<file path="config.mk">
export PLATFORM = sky130hd
export DESIGN_NAME = csr_access_unit_flat
export DESIGN_NICKNAME = d
export VERILOG_FILES = /design/src/rtl/csr_access_unit_if.sv /design/src/rtl/csr_access_unit.sv /design/src/flat_wrapper.sv
export SDC_FILE = /design/constraint.sdc
export NUM_CORES = 1
export LEC_CHECK = 0
export ABC_AREA = 1
export ABC_CLOCK_PERIOD_IN_PS = 2250
export CORE_MARGIN = 3
export CORE_UTILIZATION = 40
export DETAILED_ROUTE_END_ITERATION = 8
export GPL_ROUTABILITY_DRIVEN = 0
export PLACE_DENSITY = 0.8
export SYNTH_ARGS = -nofsm -noshare
export SYNTH_HDL_FRONTEND = slang
export SYNTH_SLANG_ARGS = --single-unit
</file>
<file path="constraint.sdc">
create_clock -name clock -period 2.25 [get_ports clock]
set_clock_uncertainty 0.1 [all_clocks]
set_input_delay 0.45 -clock clock [delete_from_list [all_inputs] [get_ports clock]]
set_output_delay 0.45 -clock clock [all_outputs]
set_load 0.01 [all_outputs]
</file>
<file path="src/rtl/csr_access_unit_if.sv">
// Bundles the decode, writeback, CSR-file and trap signals of the CSR access unit.
// Valid/ready: a transfer happens on a rising clock edge where valid and ready are both 1; once valid rises, the producer holds it and its payload unchanged until that edge.
interface csr_access_unit_if #(
    parameter int XLEN = 32
);
    // decode -> unit
    logic            in_valid;
    logic            in_ready;
    logic [1:0]      in_kind;
    logic [2:0]      in_funct3;
    logic [11:0]     in_csr_addr;
    logic [4:0]      in_rs1_idx;
    logic [XLEN-1:0] in_rs1_val;
    logic [4:0]      in_rd;
    logic [XLEN-1:0] in_pc;
    logic [XLEN-1:0] in_a5;

    // unit <-> CSR register file
    logic [11:0]     csr_addr;
    logic [XLEN-1:0] csr_wdata;
    logic            csr_wen;
    logic [XLEN-1:0] csr_rdata;
    logic            o_ecall;
    logic            o_mret;
    logic [XLEN-1:0] o_pc;
    logic [XLEN-1:0] o_a5;
    logic [XLEN-1:0] i_mtvec;
    logic [XLEN-1:0] i_mepc;

    // unit -> writeback
    logic            out_valid;
    logic            out_ready;
    logic [4:0]      out_rd;
    logic            out_rd_wen;
    logic [XLEN-1:0] out_rd_data;
    logic            out_redirect;
    logic [XLEN-1:0] out_redirect_pc;
    logic            out_illegal;

    modport master (
        input  in_valid, in_kind, in_funct3, in_csr_addr, in_rs1_idx, in_rs1_val,
               in_rd, in_pc, in_a5, csr_rdata, i_mtvec, i_mepc, out_ready,
        output in_ready, csr_addr, csr_wdata, csr_wen, o_ecall, o_mret, o_pc, o_a5,
               out_valid, out_rd, out_rd_wen, out_rd_data, out_redirect,
               out_redirect_pc, out_illegal
    );

    modport slave (
        output in_valid, in_kind, in_funct3, in_csr_addr, in_rs1_idx, in_rs1_val,
               in_rd, in_pc, in_a5, csr_rdata, i_mtvec, i_mepc, out_ready,
        input  in_ready, csr_addr, csr_wdata, csr_wen, o_ecall, o_mret, o_pc, o_a5,
               out_valid, out_rd, out_rd_wen, out_rd_data, out_redirect,
               out_redirect_pc, out_illegal
    );
endinterface

</file>
<file path="src/rtl/csr_access_unit.sv">
// Execute-stage initiator for machine-mode CSR accesses and ecall/mret traps.
// One SYSTEM instruction in flight: IDLE -> READ -> WRITE -> RESP, or IDLE -> TRAP -> RESP.
module csr_access_unit #(
    parameter int              XLEN         = 32,
    parameter logic [XLEN-1:0] RESET_PC_TGT = '0
) (
    input  logic               clock,
    input  logic               rst_n,
    csr_access_unit_if.master  bus,
    output logic [2:0]         dbg_state
);

    typedef enum logic [2:0] {
        S_IDLE  = 3'd0,
        S_READ  = 3'd1,
        S_WRITE = 3'd2,
        S_TRAP  = 3'd3,
        S_RESP  = 3'd4
    } state_t;

    localparam logic [1:0] KIND_CSR   = 2'd0;
    localparam logic [1:0] KIND_ECALL = 2'd1;
    localparam logic [1:0] KIND_MRET  = 2'd2;

    localparam logic [1:0] OP_RW = 2'b01;
    localparam logic [1:0] OP_RS = 2'b10;

    state_t state_q;
    state_t state_d;

    logic [1:0]      kind_q;
    logic [2:0]      funct3_q;
    logic [11:0]     addr_q;
    logic [4:0]      rs1_idx_q;
    logic [XLEN-1:0] rs1_val_q;
    logic [4:0]      rd_q;
    logic [XLEN-1:0] pc_q;
    logic [XLEN-1:0] a5_q;
    logic [XLEN-1:0] old_q;
    logic            illegal_q;
    logic [XLEN-1:0] redirect_pc_q;

    logic            accept;
    logic            in_bad;
    logic [XLEN-1:0] src;
    logic [XLEN-1:0] new_val;
    logic            write_req;
    logic            addr_legal;
    logic            addr_ro;
    logic            write_fault;

    assign accept    = (state_q == S_IDLE) && bus.in_valid;
    assign dbg_state = state_q;

    // Reserved kind and the two unused funct3 encodings are rejected without touching the CSR file.
    assign in_bad = (bus.in_kind == 2'd3) ||
                    ((bus.in_kind == KIND_CSR) &&
                     ((bus.in_funct3 == 3'd0) || (bus.in_funct3 == 3'd4)));

    assign src = funct3_q[2] ? {{(XLEN-5){1'b0}}, rs1_idx_q} : rs1_val_q;

    always_comb begin
        new_val = src;
        case (funct3_q[1:0])
            OP_RW:   new_val = src;
            OP_RS:   new_val = old_q | src;
            default: new_val = old_q & ~src;
        endcase
    end

    // Set/clear forms with rs1 (or zimm) index 0 only read, so they may target read-only CSRs.
    assign write_req = (funct3_q[1:0] == OP_RW) || (rs1_idx_q != 5'd0);

    always_comb begin
        addr_legal = 1'b0;
        addr_ro    = 1'b0;
        case (addr_q)
            12'h300, 12'h305, 12'h341, 12'h342: addr_legal = 1'b1;
            12'hF11, 12'hF12: begin
                addr_legal = 1'b1;
                addr_ro    = 1'b1;
            end
            default: begin
                addr_legal = 1'b0;
                addr_ro    = 1'b0;
            end
        endcase
    end

    assign write_fault = !addr_legal || (write_req && addr_ro);

    always_ff @(posedge clock or negedge rst_n) begin
        if (!rst_n) begin
            state_q <= S_IDLE;
        end else begin
            state_q <= state_d;
        end
    end

    always_comb begin
        state_d             = state_q;
        bus.in_ready        = 1'b0;
        bus.csr_addr        = '0;
        bus.csr_wdata       = '0;
        bus.csr_wen         = 1'b0;
        bus.o_ecall         = 1'b0;
        bus.o_mret          = 1'b0;
        bus.o_pc            = '0;
        bus.o_a5            = '0;
        bus.out_valid       = 1'b0;
        bus.out_rd_wen      = 1'b0;
        bus.out_redirect    = 1'b0;
        bus.out_illegal     = 1'b0;
        case (state_q)
            S_IDLE: begin
                bus.in_ready = 1'b1;
                if (bus.in_valid) begin
                    if (in_bad) begin
                        state_d = S_RESP;
                    end else if (bus.in_kind == KIND_CSR) begin
                        state_d = S_READ;
                    end else begin
                        state_d = S_TRAP;
                    end
                end
            end
            S_READ: begin
                bus.csr_addr = addr_q;
                state_d      = S_WRITE;
            end
            S_WRITE: begin
                bus.csr_addr  = addr_q;
                bus.csr_wdata = new_val;
                bus.csr_wen   = write_req && !write_fault;
                state_d       = S_RESP;
            end
            S_TRAP: begin
                bus.o_ecall = (kind_q == KIND_ECALL);
                bus.o_mret  = (kind_q == KIND_MRET);
                if (kind_q == KIND_ECALL) begin
                    bus.o_pc = pc_q;
                    bus.o_a5 = a5_q;
                end
                state_d = S_RESP;
            end
            S_RESP: begin
                bus.out_valid    = 1'b1;
                bus.out_illegal  = illegal_q;
                bus.out_redirect = !illegal_q && (kind_q != KIND_CSR);
                bus.out_rd_wen   = !illegal_q && (kind_q == KIND_CSR) && (rd_q != 5'd0);
                if (bus.out_ready) begin
                    state_d = S_IDLE;
                end
            end
            default: state_d = S_IDLE;
        endcase
    end

    // Response payload comes straight from registers, so it stays put while writeback stalls.
    assign bus.out_rd          = rd_q;
    assign bus.out_rd_data     = old_q;
    assign bus.out_redirect_pc = redirect_pc_q;

    always_ff @(posedge clock or negedge rst_n) begin
        if (!rst_n) begin
            kind_q        <= '0;
            funct3_q      <= '0;
            addr_q        <= '0;
            rs1_idx_q     <= '0;
            rs1_val_q     <= '0;
            rd_q          <= '0;
            pc_q          <= '0;
            a5_q          <= '0;
            old_q         <= '0;
            illegal_q     <= 1'b0;
            redirect_pc_q <= RESET_PC_TGT;
        end else begin
            if (accept) begin
                kind_q    <= bus.in_kind;
                funct3_q  <= bus.in_funct3;
                addr_q    <= bus.in_csr_addr;
                rs1_idx_q <= bus.in_rs1_idx;
                rs1_val_q <= bus.in_rs1_val;
                rd_q      <= bus.in_rd;
                pc_q      <= bus.in_pc;
                a5_q      <= bus.in_a5;
                old_q     <= '0;
                illegal_q <= in_bad;
            end
            if (state_q == S_READ) begin
                old_q <= bus.csr_rdata;
            end
            if (state_q == S_WRITE) begin
                illegal_q <= write_fault;
            end
            // i_mtvec / i_mepc are only guaranteed during the pulse cycle.
            if (state_q == S_TRAP) begin
                redirect_pc_q <= (kind_q == KIND_ECALL) ? bus.i_mtvec : bus.i_mepc;
            end
        end
    end

endmodule

</file>
<file path="src/flat_wrapper.sv">
// flat-port wrapper written by rule: the top's interface ports become plain ports
module csr_access_unit_flat 
#(
    parameter int              XLEN         = 32,
    parameter logic [XLEN-1:0] RESET_PC_TGT = '0
)
  (clock, rst_n, dbg_state, bus_in_valid, bus_in_kind, bus_in_funct3, bus_in_csr_addr, bus_in_rs1_idx, bus_in_rs1_val, bus_in_rd, bus_in_pc, bus_in_a5, bus_csr_rdata, bus_i_mtvec, bus_i_mepc, bus_out_ready, bus_in_ready, bus_csr_addr, bus_csr_wdata, bus_csr_wen, bus_o_ecall, bus_o_mret, bus_o_pc, bus_o_a5, bus_out_valid, bus_out_rd, bus_out_rd_wen, bus_out_rd_data, bus_out_redirect, bus_out_redirect_pc, bus_out_illegal);
  csr_access_unit_if #(.XLEN(XLEN)) bus_i ();
  input  logic clock;
  input  logic rst_n;
  output logic [2:0] dbg_state;
  input wire logic [$bits(bus_i.in_valid)-1:0] bus_in_valid;
  input wire logic [$bits(bus_i.in_kind)-1:0] bus_in_kind;
  input wire logic [$bits(bus_i.in_funct3)-1:0] bus_in_funct3;
  input wire logic [$bits(bus_i.in_csr_addr)-1:0] bus_in_csr_addr;
  input wire logic [$bits(bus_i.in_rs1_idx)-1:0] bus_in_rs1_idx;
  input wire logic [$bits(bus_i.in_rs1_val)-1:0] bus_in_rs1_val;
  input wire logic [$bits(bus_i.in_rd)-1:0] bus_in_rd;
  input wire logic [$bits(bus_i.in_pc)-1:0] bus_in_pc;
  input wire logic [$bits(bus_i.in_a5)-1:0] bus_in_a5;
  input wire logic [$bits(bus_i.csr_rdata)-1:0] bus_csr_rdata;
  input wire logic [$bits(bus_i.i_mtvec)-1:0] bus_i_mtvec;
  input wire logic [$bits(bus_i.i_mepc)-1:0] bus_i_mepc;
  input wire logic [$bits(bus_i.out_ready)-1:0] bus_out_ready;
  output wire logic [$bits(bus_i.in_ready)-1:0] bus_in_ready;
  output wire logic [$bits(bus_i.csr_addr)-1:0] bus_csr_addr;
  output wire logic [$bits(bus_i.csr_wdata)-1:0] bus_csr_wdata;
  output wire logic [$bits(bus_i.csr_wen)-1:0] bus_csr_wen;
  output wire logic [$bits(bus_i.o_ecall)-1:0] bus_o_ecall;
  output wire logic [$bits(bus_i.o_mret)-1:0] bus_o_mret;
  output wire logic [$bits(bus_i.o_pc)-1:0] bus_o_pc;
  output wire logic [$bits(bus_i.o_a5)-1:0] bus_o_a5;
  output wire logic [$bits(bus_i.out_valid)-1:0] bus_out_valid;
  output wire logic [$bits(bus_i.out_rd)-1:0] bus_out_rd;
  output wire logic [$bits(bus_i.out_rd_wen)-1:0] bus_out_rd_wen;
  output wire logic [$bits(bus_i.out_rd_data)-1:0] bus_out_rd_data;
  output wire logic [$bits(bus_i.out_redirect)-1:0] bus_out_redirect;
  output wire logic [$bits(bus_i.out_redirect_pc)-1:0] bus_out_redirect_pc;
  output wire logic [$bits(bus_i.out_illegal)-1:0] bus_out_illegal;
  assign bus_i.in_valid = bus_in_valid;
  assign bus_i.in_kind = bus_in_kind;
  assign bus_i.in_funct3 = bus_in_funct3;
  assign bus_i.in_csr_addr = bus_in_csr_addr;
  assign bus_i.in_rs1_idx = bus_in_rs1_idx;
  assign bus_i.in_rs1_val = bus_in_rs1_val;
  assign bus_i.in_rd = bus_in_rd;
  assign bus_i.in_pc = bus_in_pc;
  assign bus_i.in_a5 = bus_in_a5;
  assign bus_i.csr_rdata = bus_csr_rdata;
  assign bus_i.i_mtvec = bus_i_mtvec;
  assign bus_i.i_mepc = bus_i_mepc;
  assign bus_i.out_ready = bus_out_ready;
  assign bus_in_ready = bus_i.in_ready;
  assign bus_csr_addr = bus_i.csr_addr;
  assign bus_csr_wdata = bus_i.csr_wdata;
  assign bus_csr_wen = bus_i.csr_wen;
  assign bus_o_ecall = bus_i.o_ecall;
  assign bus_o_mret = bus_i.o_mret;
  assign bus_o_pc = bus_i.o_pc;
  assign bus_o_a5 = bus_i.o_a5;
  assign bus_out_valid = bus_i.out_valid;
  assign bus_out_rd = bus_i.out_rd;
  assign bus_out_rd_wen = bus_i.out_rd_wen;
  assign bus_out_rd_data = bus_i.out_rd_data;
  assign bus_out_redirect = bus_i.out_redirect;
  assign bus_out_redirect_pc = bus_i.out_redirect_pc;
  assign bus_out_illegal = bus_i.out_illegal;
  csr_access_unit #(.XLEN(XLEN), .RESET_PC_TGT(RESET_PC_TGT)) u_core (.clock(clock), .rst_n(rst_n), .bus(bus_i), .dbg_state(dbg_state));
endmodule
</file>
# After elaboration in Yosys (flattened, before gate mapping)
# Cells that the tools add are included.
# totals
regBits	191
in_bits	223
out_inout_bits	188
elab_cells	89
# classes
n_eq_ne	18
n_mux	28
bitwise_logic	3
n_reduce_logical	28
# op_table
cell	n
two-way mux 32 bit	9
case mux 32 bit (2 select lines)	1
equality test 12 x 10 -> 1 bit, second input constant	4
bitwise AND 32 bit	1
NOT 32 bit	1
OR 32 bit	1
equality test 12 bit, second input constant	2
two-way mux 1 bit	12
two-way mux 12 bit	1
case mux 3 bit (4 select lines)	1
nonzero test 5 bit	2
two-way mux 3 bit	3
logical AND 1 bit	7
equality test 2 bit, second input constant	3
equality test 3 x 2 -> 1 bit, second input constant	2
equality test 3 bit, second input constant	2
zero test 3 bit	2
nonzero test 2 bit	3
OR reduction 2 bit	3
OR reduction 6 bit	1
equality test 2 x 1 -> 1 bit, second input constant	2
zero test 2 bit	2
logical OR 1 bit	4
!= test 2 bit, second input constant	2
4 further kinds	6

# Logic depth before layout (Yosys ltp)
# logic_depth
word_depth	8
mapped_depth	9

# Worst setup path before layout
# OpenSTA, ideal clock, no wires.
# synth_timing
path_kind	reg-to-output
startpoint	register u_core.funct3_q[0]
endpoint	output bus_csr_wdata[12]
t_arrival_ps	1508
t_required_ps	1700
path_slack_ps	192
path_stages_with_launch	7
path_buffers	2
cell_sequence	dfrtp_1 -> inv_1 -> ha_1 -> clkbuf_1 -> buf_1 -> a21oi_1 -> nor3_1
# synth_between
elab_chain_cells	3
word_cells_on_any_way	4
# synth_lines
item	line_no	text
start, declared	csr_access_unit.sv:32	logic [2:0] funct3_q;
start signal, assigned	csr_access_unit.sv:180	funct3_q <= bus.in_funct3;
equality test 2 bit / equality test 2 x 1 -> 1 bit (equally long branches)	csr_access_unit.sv:64	case (funct3_q[1:0])
case mux 32 bit (2 select lines) *	csr_access_unit.sv:64	
two-way mux 32 bit *	csr_access_unit.sv:114	case (state_q)
end, declared	flat_wrapper.sv:27	output wire logic [$bits(bus_i.csr_wdata)-1:0] bus_csr_wdata;
# Mark *: on every way between the ends. The rest lies on a longest branch, timed or not.

# Final worst setup path
# layout_timing
startpoint	register u_core.funct3_q[0]
endpoint	output bus_csr_wdata[28]
# The elaborated chain is that of the path after synthesis.

==> results.md <==
Timing:
- The maximum clock rate is 0.396 GHz.
- The transition time of the tightest slew-check pin is 425 ps.
- The worst slew margin relative to its limit is 71.7%.
- After layout, the worst path uses 112% of the clock period.
- Setup repair after global routing could not meet its margin everywhere.
- Once routing completed, OpenROAD measured the worst setup slack at -277 ps.
- Setup violations remaining at the end of the flow were counted as 102.
- The hold violation count in the final report was 0.
- The number of slew-limit violations in the final report is 0.
- The worst path in the final design needs a cycle of 2530 ps, including I/O delays and setup.
- The total negative slack for setup checks is -15320 ps.

Synthesis:
- A synthesized cell averages 7.73 um2.
- The mapped netlist covers 9320 um2.
- Synthesis handed over a netlist of 1206 instances.
- The number of nets handed over by synthesis was 1433.
- After synthesis the netlist holds a flip-flop and latch count of 191.
- The fraction of synthesized cell area taken by the top area cell type is 51.3%.
- The post-synthesis cell type with the largest combined area is sky130_fd_sc_hd__dfrtp_1.
- By area the synthesized netlist is led by sky130_fd_sc_hd__dfrtp_1 51%, sky130_fd_sc_hd__nand2_1 13%, sky130_fd_sc_hd__o21ai_0 12%, sky130_fd_sc_hd__inv_1 5.5%, sky130_fd_sc_hd__nor2_1 4.5%.
- The distinct cell type count after synthesis is 27.
- The number of warning messages in the yosys log is 0.
- The proportion of synthesized chip area in sequential cells is 51.3%.

Final layout:
- Counting the fill cells in the layout gives 1711.
- The repair_antennas step left the layout with diodes totalling 0.
- The number of nets in the final layout is 1894.
- The area growth from synthesis to layout is 70.1%.
- The most frequent standard cell in the layout excluding fill and tap cells is sky130_fd_sc_hd__nand2_1.
- The post-route cell area is 15900 um2.
- The fraction of layout instances using a drive strength above 1 is 25.1%.
- For this run, the number of standard cells in the final layout without fillers is 1993.
- Once layout is complete, the utilization of the core stands at 69.6%.
- In the layout the commonest cells are 317 x sky130_fd_sc_hd__nand2_1, 293 x sky130_fd_sc_hd__clkdlybuf4s50_1, 190 x sky130_fd_sc_hd__dfrtp_1, 179 x sky130_fd_sc_hd__o21ai_0, 131 x sky130_fd_sc_hd__inv_1.

Clock network:
- Counting along the longest clock path gives a buffer depth of 2.
- CTS built an H-tree with a depth of 4.
- Clock latency on the worst-skew pair, taken at its later pin, is 430 ps.
- The TritonCTS buffer count is 17.
- The tree built by TritonCTS fans out to 191 sinks.
- The cell sitting at the root of the clock tree is a sky130_fd_sc_hd__clkbuf_16.
- TritonCTS built the clock tree.
- After clock tree synthesis, the clock-pin slew on the worst setup and hold paths is 80 ps.

Die:
- The width of the chip is 159 um.
- The die covers 25200 um2.
- The initial utilization of the core area, before any placement, comes to 40.9%.
- In this run the core area contains 55 standard-cell rows.
- The die is 159 um tall.
- The core region is 22800 um2.
- The number of I/O pins is 411.

Pwr:
- Net switching is 44.1% of the power.
- The design draws 21.0 mW.
- Internal power comes to 11.8 mW.
- The worst voltage drop across the vdd grid is 0.000796 V.
- Of the total power, the clock network draws 15.1%.
- The part of the total power dissipated in combinational logic is 55.8%.
- The analysis attributes to net switching a power of 9.27 mW.
- The leakage power is 7.19 nW.
- Dividing total power by cell area gives a power density of 1330 nW/um2.
- Per report_power, the sequential group accounts for 29.0% of the total.

GRT:
- The global-route total usage across every layer is 26.8%.
- For met3 alone, demand over resource in global routing was 5.60%.
- The largest net degree at the start of global routing is 52.
- The via count of the first global-routing pass is 10109.
- The first-pass GRT wire length is 52.7 mm.
- In this run the most used layer during global routing was met2.
- The global-route track usage on met1 is 31.5%.
- The global routing usage on met2 is 47.8%.
- The number of antenna violations at the first check in global routing is 0.
- After global routing the overflow that remains totals 0.

Placement:
- The number of placed instances with taps included is 1921.
- Detailed placement ended at an HPWL of 24.6 mm.
- The placed instances occupy a cell area of 14100 um2.
- The number of port buffers is 410.

Detailed routing:
- The detailed router placed 9973 vias in this run.
- The DRC violation count after routing is 0.
- The detailed-route vias per instance is 5.00.
- In the final routed layout, each cell accounts on average for 17.9 um.
- Once detail routing completed, the nets flagged for antenna violations numbered 0.
- The initial DRC count is 753.
- Before antenna repair, the detailed router went through 5 iterations.
- The detailed-route wire length is 35.6 mm.

Setup path:
- The worst setup path is captured at an output port.
- The worst setup path is launched from a flop.
- The peak fanout along the critical path is 26.
- For the worst setup path, the data arrival time is 1980 ps.
- The worst setup path is of the reg2out kind.
- The required time at the worst-slack endpoint is 1700 ps.

Flow run:
- The total of max-cap violations is 0.

Run status:
- The final reports fail on negative setup slack.
- The run finished, with violations left.

Hold path:
- The worst hold path class is reg2reg.
cell families after synthesis:
kind of cell	Yosys count	share of synthesized area (%)
buffers and inverters	212	10.1
AOI/OAI and AO/OA	298	16.0
and+or+nand+nor	501	22.0
DFF	191	51.3
adders and majority gates	4	0.537
final timing paths:
| kind | start | endpoint | slack [ps] | depth (start not counted) |
|---|---|---|---|---|
| worst max register to register | u_core.kind_q[0]$_DFFE_PN0P_ | u_core.bus.out_redirect_pc[5]$_DFFE_PN0P_ | 300 | 6 |
| worst min register to register | u_core.rs1_val_q[31]$_DFFE_PN0P_ | u_core.rs1_val_q[31]$_DFFE_PN0P_ | 380 | 2 |
| max in group asynchronous | rst_n | u_core.bus.out_redirect_pc[1]$_DFFE_PN0P_ | 990 | 3 |
| min in group asynchronous | rst_n | u_core.addr_q[0]$_DFFE_PN0P_ | 420 | 2 |
| worst max-delay path | u_core.funct3_q[0]$_DFFE_PN0P_ | bus_csr_wdata[28] | -280 | 8 |
| worst min-delay path | u_core.rs1_val_q[31]$_DFFE_PN0P_ | u_core.rs1_val_q[31]$_DFFE_PN0P_ | 380 | 2 |
timing repair:
item | 4_1_cts | 5_1_grt
hold endpoints to repair | 37 | 0
gates resized for setup | 617 | 176
endpoints found under the setup margin | 116 | 115
pin swaps | 6 | 36
buffers inserted | 28 | 5
hold buffers | 1 | 0
gates cloned | 9 | 2
flip-flops by register name, indices dropped and copies added, names as in the netlist:
name	flops
u_core.bus.out_redirect_pc	32
u_core.rs1_val_q	32
u_core.rs1_idx_q	5
u_core.funct3_q	3
u_core.dbg_state	3
u_core.kind_q	2
u_core.addr_q	12
u_core.bus.out_rd_data	32
u_core.bus.out_rd	5
u_core.a5_q	32
u_core.illegal_q	1
u_core.pc_q	32
layout make-up:
type / instances / area (um2) / share of cell area (%)
Timing Repair Buffer: 507 / 5060 / 31.9
Sequential cell: 191 / 4780 / 30.2
Multi-Input combinational cell: 803 / 4400 / 27.7
Inverter: 144 / 558 / 3.52
Clock buffer: 17 / 425 / 2.68
Tap cell: 313 / 392 / 2.47
Clock inverter: 15 / 205 / 1.29
Timing Repair inverter: 3 / 30.0 / 0.189
metrics by stage:
stage,setup WS (ps),hold WS (ps)
2_1_floorplan,192,54.4
3_5_place_dp,-225,326
6_report,-277,377
3_3_place_gp,-201,324
5_1_grt,-443,405
4_1_cts,-312,378
cells in the mapped netlist:
master	n
sky130_fd_sc_hd__nand2_1	319
sky130_fd_sc_hd__o21ai_0	217
sky130_fd_sc_hd__dfrtp_1	191
sky130_fd_sc_hd__inv_1	137
sky130_fd_sc_hd__nor2_1	112
sky130_fd_sc_hd__a21oi_1	67
sky130_fd_sc_hd__nor3_1	28
sky130_fd_sc_hd__nor2_2	23
sky130_fd_sc_hd__buf_2	22
sky130_fd_sc_hd__clkbuf_1	19
sky130_fd_sc_hd__buf_4	16
sky130_fd_sc_hd__o21ai_1	12
sky130_fd_sc_hd__buf_6	8
sky130_fd_sc_hd__nand3_1	7
sky130_fd_sc_hd__inv_2	5
sky130_fd_sc_hd__ha_1	4
sky130_fd_sc_hd__nor2_4	4
sky130_fd_sc_hd__buf_1	3
sky130_fd_sc_hd__nand2_2	2
sky130_fd_sc_hd__nor3_2	2
sky130_fd_sc_hd__or2_2	2
sky130_fd_sc_hd__a31oi_1	1
sky130_fd_sc_hd__clkinv_1	1
sky130_fd_sc_hd__inv_4	1
sky130_fd_sc_hd__nor3_4	1
sky130_fd_sc_hd__o21a_1	1
sky130_fd_sc_hd__or2_1	1
worst max-delay path: stages (launching register included):
cell and delay (ps):
sky130_fd_sc_hd__dfrtp_1 420, sky130_fd_sc_hd__inv_2 100, sky130_fd_sc_hd__ha_4 130, sky130_fd_sc_hd__inv_1 80
sky130_fd_sc_hd__buf_12 180, sky130_fd_sc_hd__o21ai_2 210, sky130_fd_sc_hd__a21oi_4 80, sky130_fd_sc_hd__nor3_2 160
sky130_fd_sc_hd__buf_2 170
power by group through the flow:
stage               Sequential [mW]  Clock (mW)  Combinational, mW
finish                         6.11        3.18               11.7
global route                   6.28        3.37               12.7
CTS                            6.03        3.23               10.3
detailed placement             6.08           0               9.26
global placement               6.02           0               9.03
floorplan                      6.20           0               4.55
routing by layer:
metal / up-vias / wire, um
met5: - / 0
met4: 0 / 1490
met3: 92 / 2600
met2: 468 / 18500
met1: 4685 / 13100
li1: 4728 / -
Note: power is estimated with default switching activity, not from simulation.
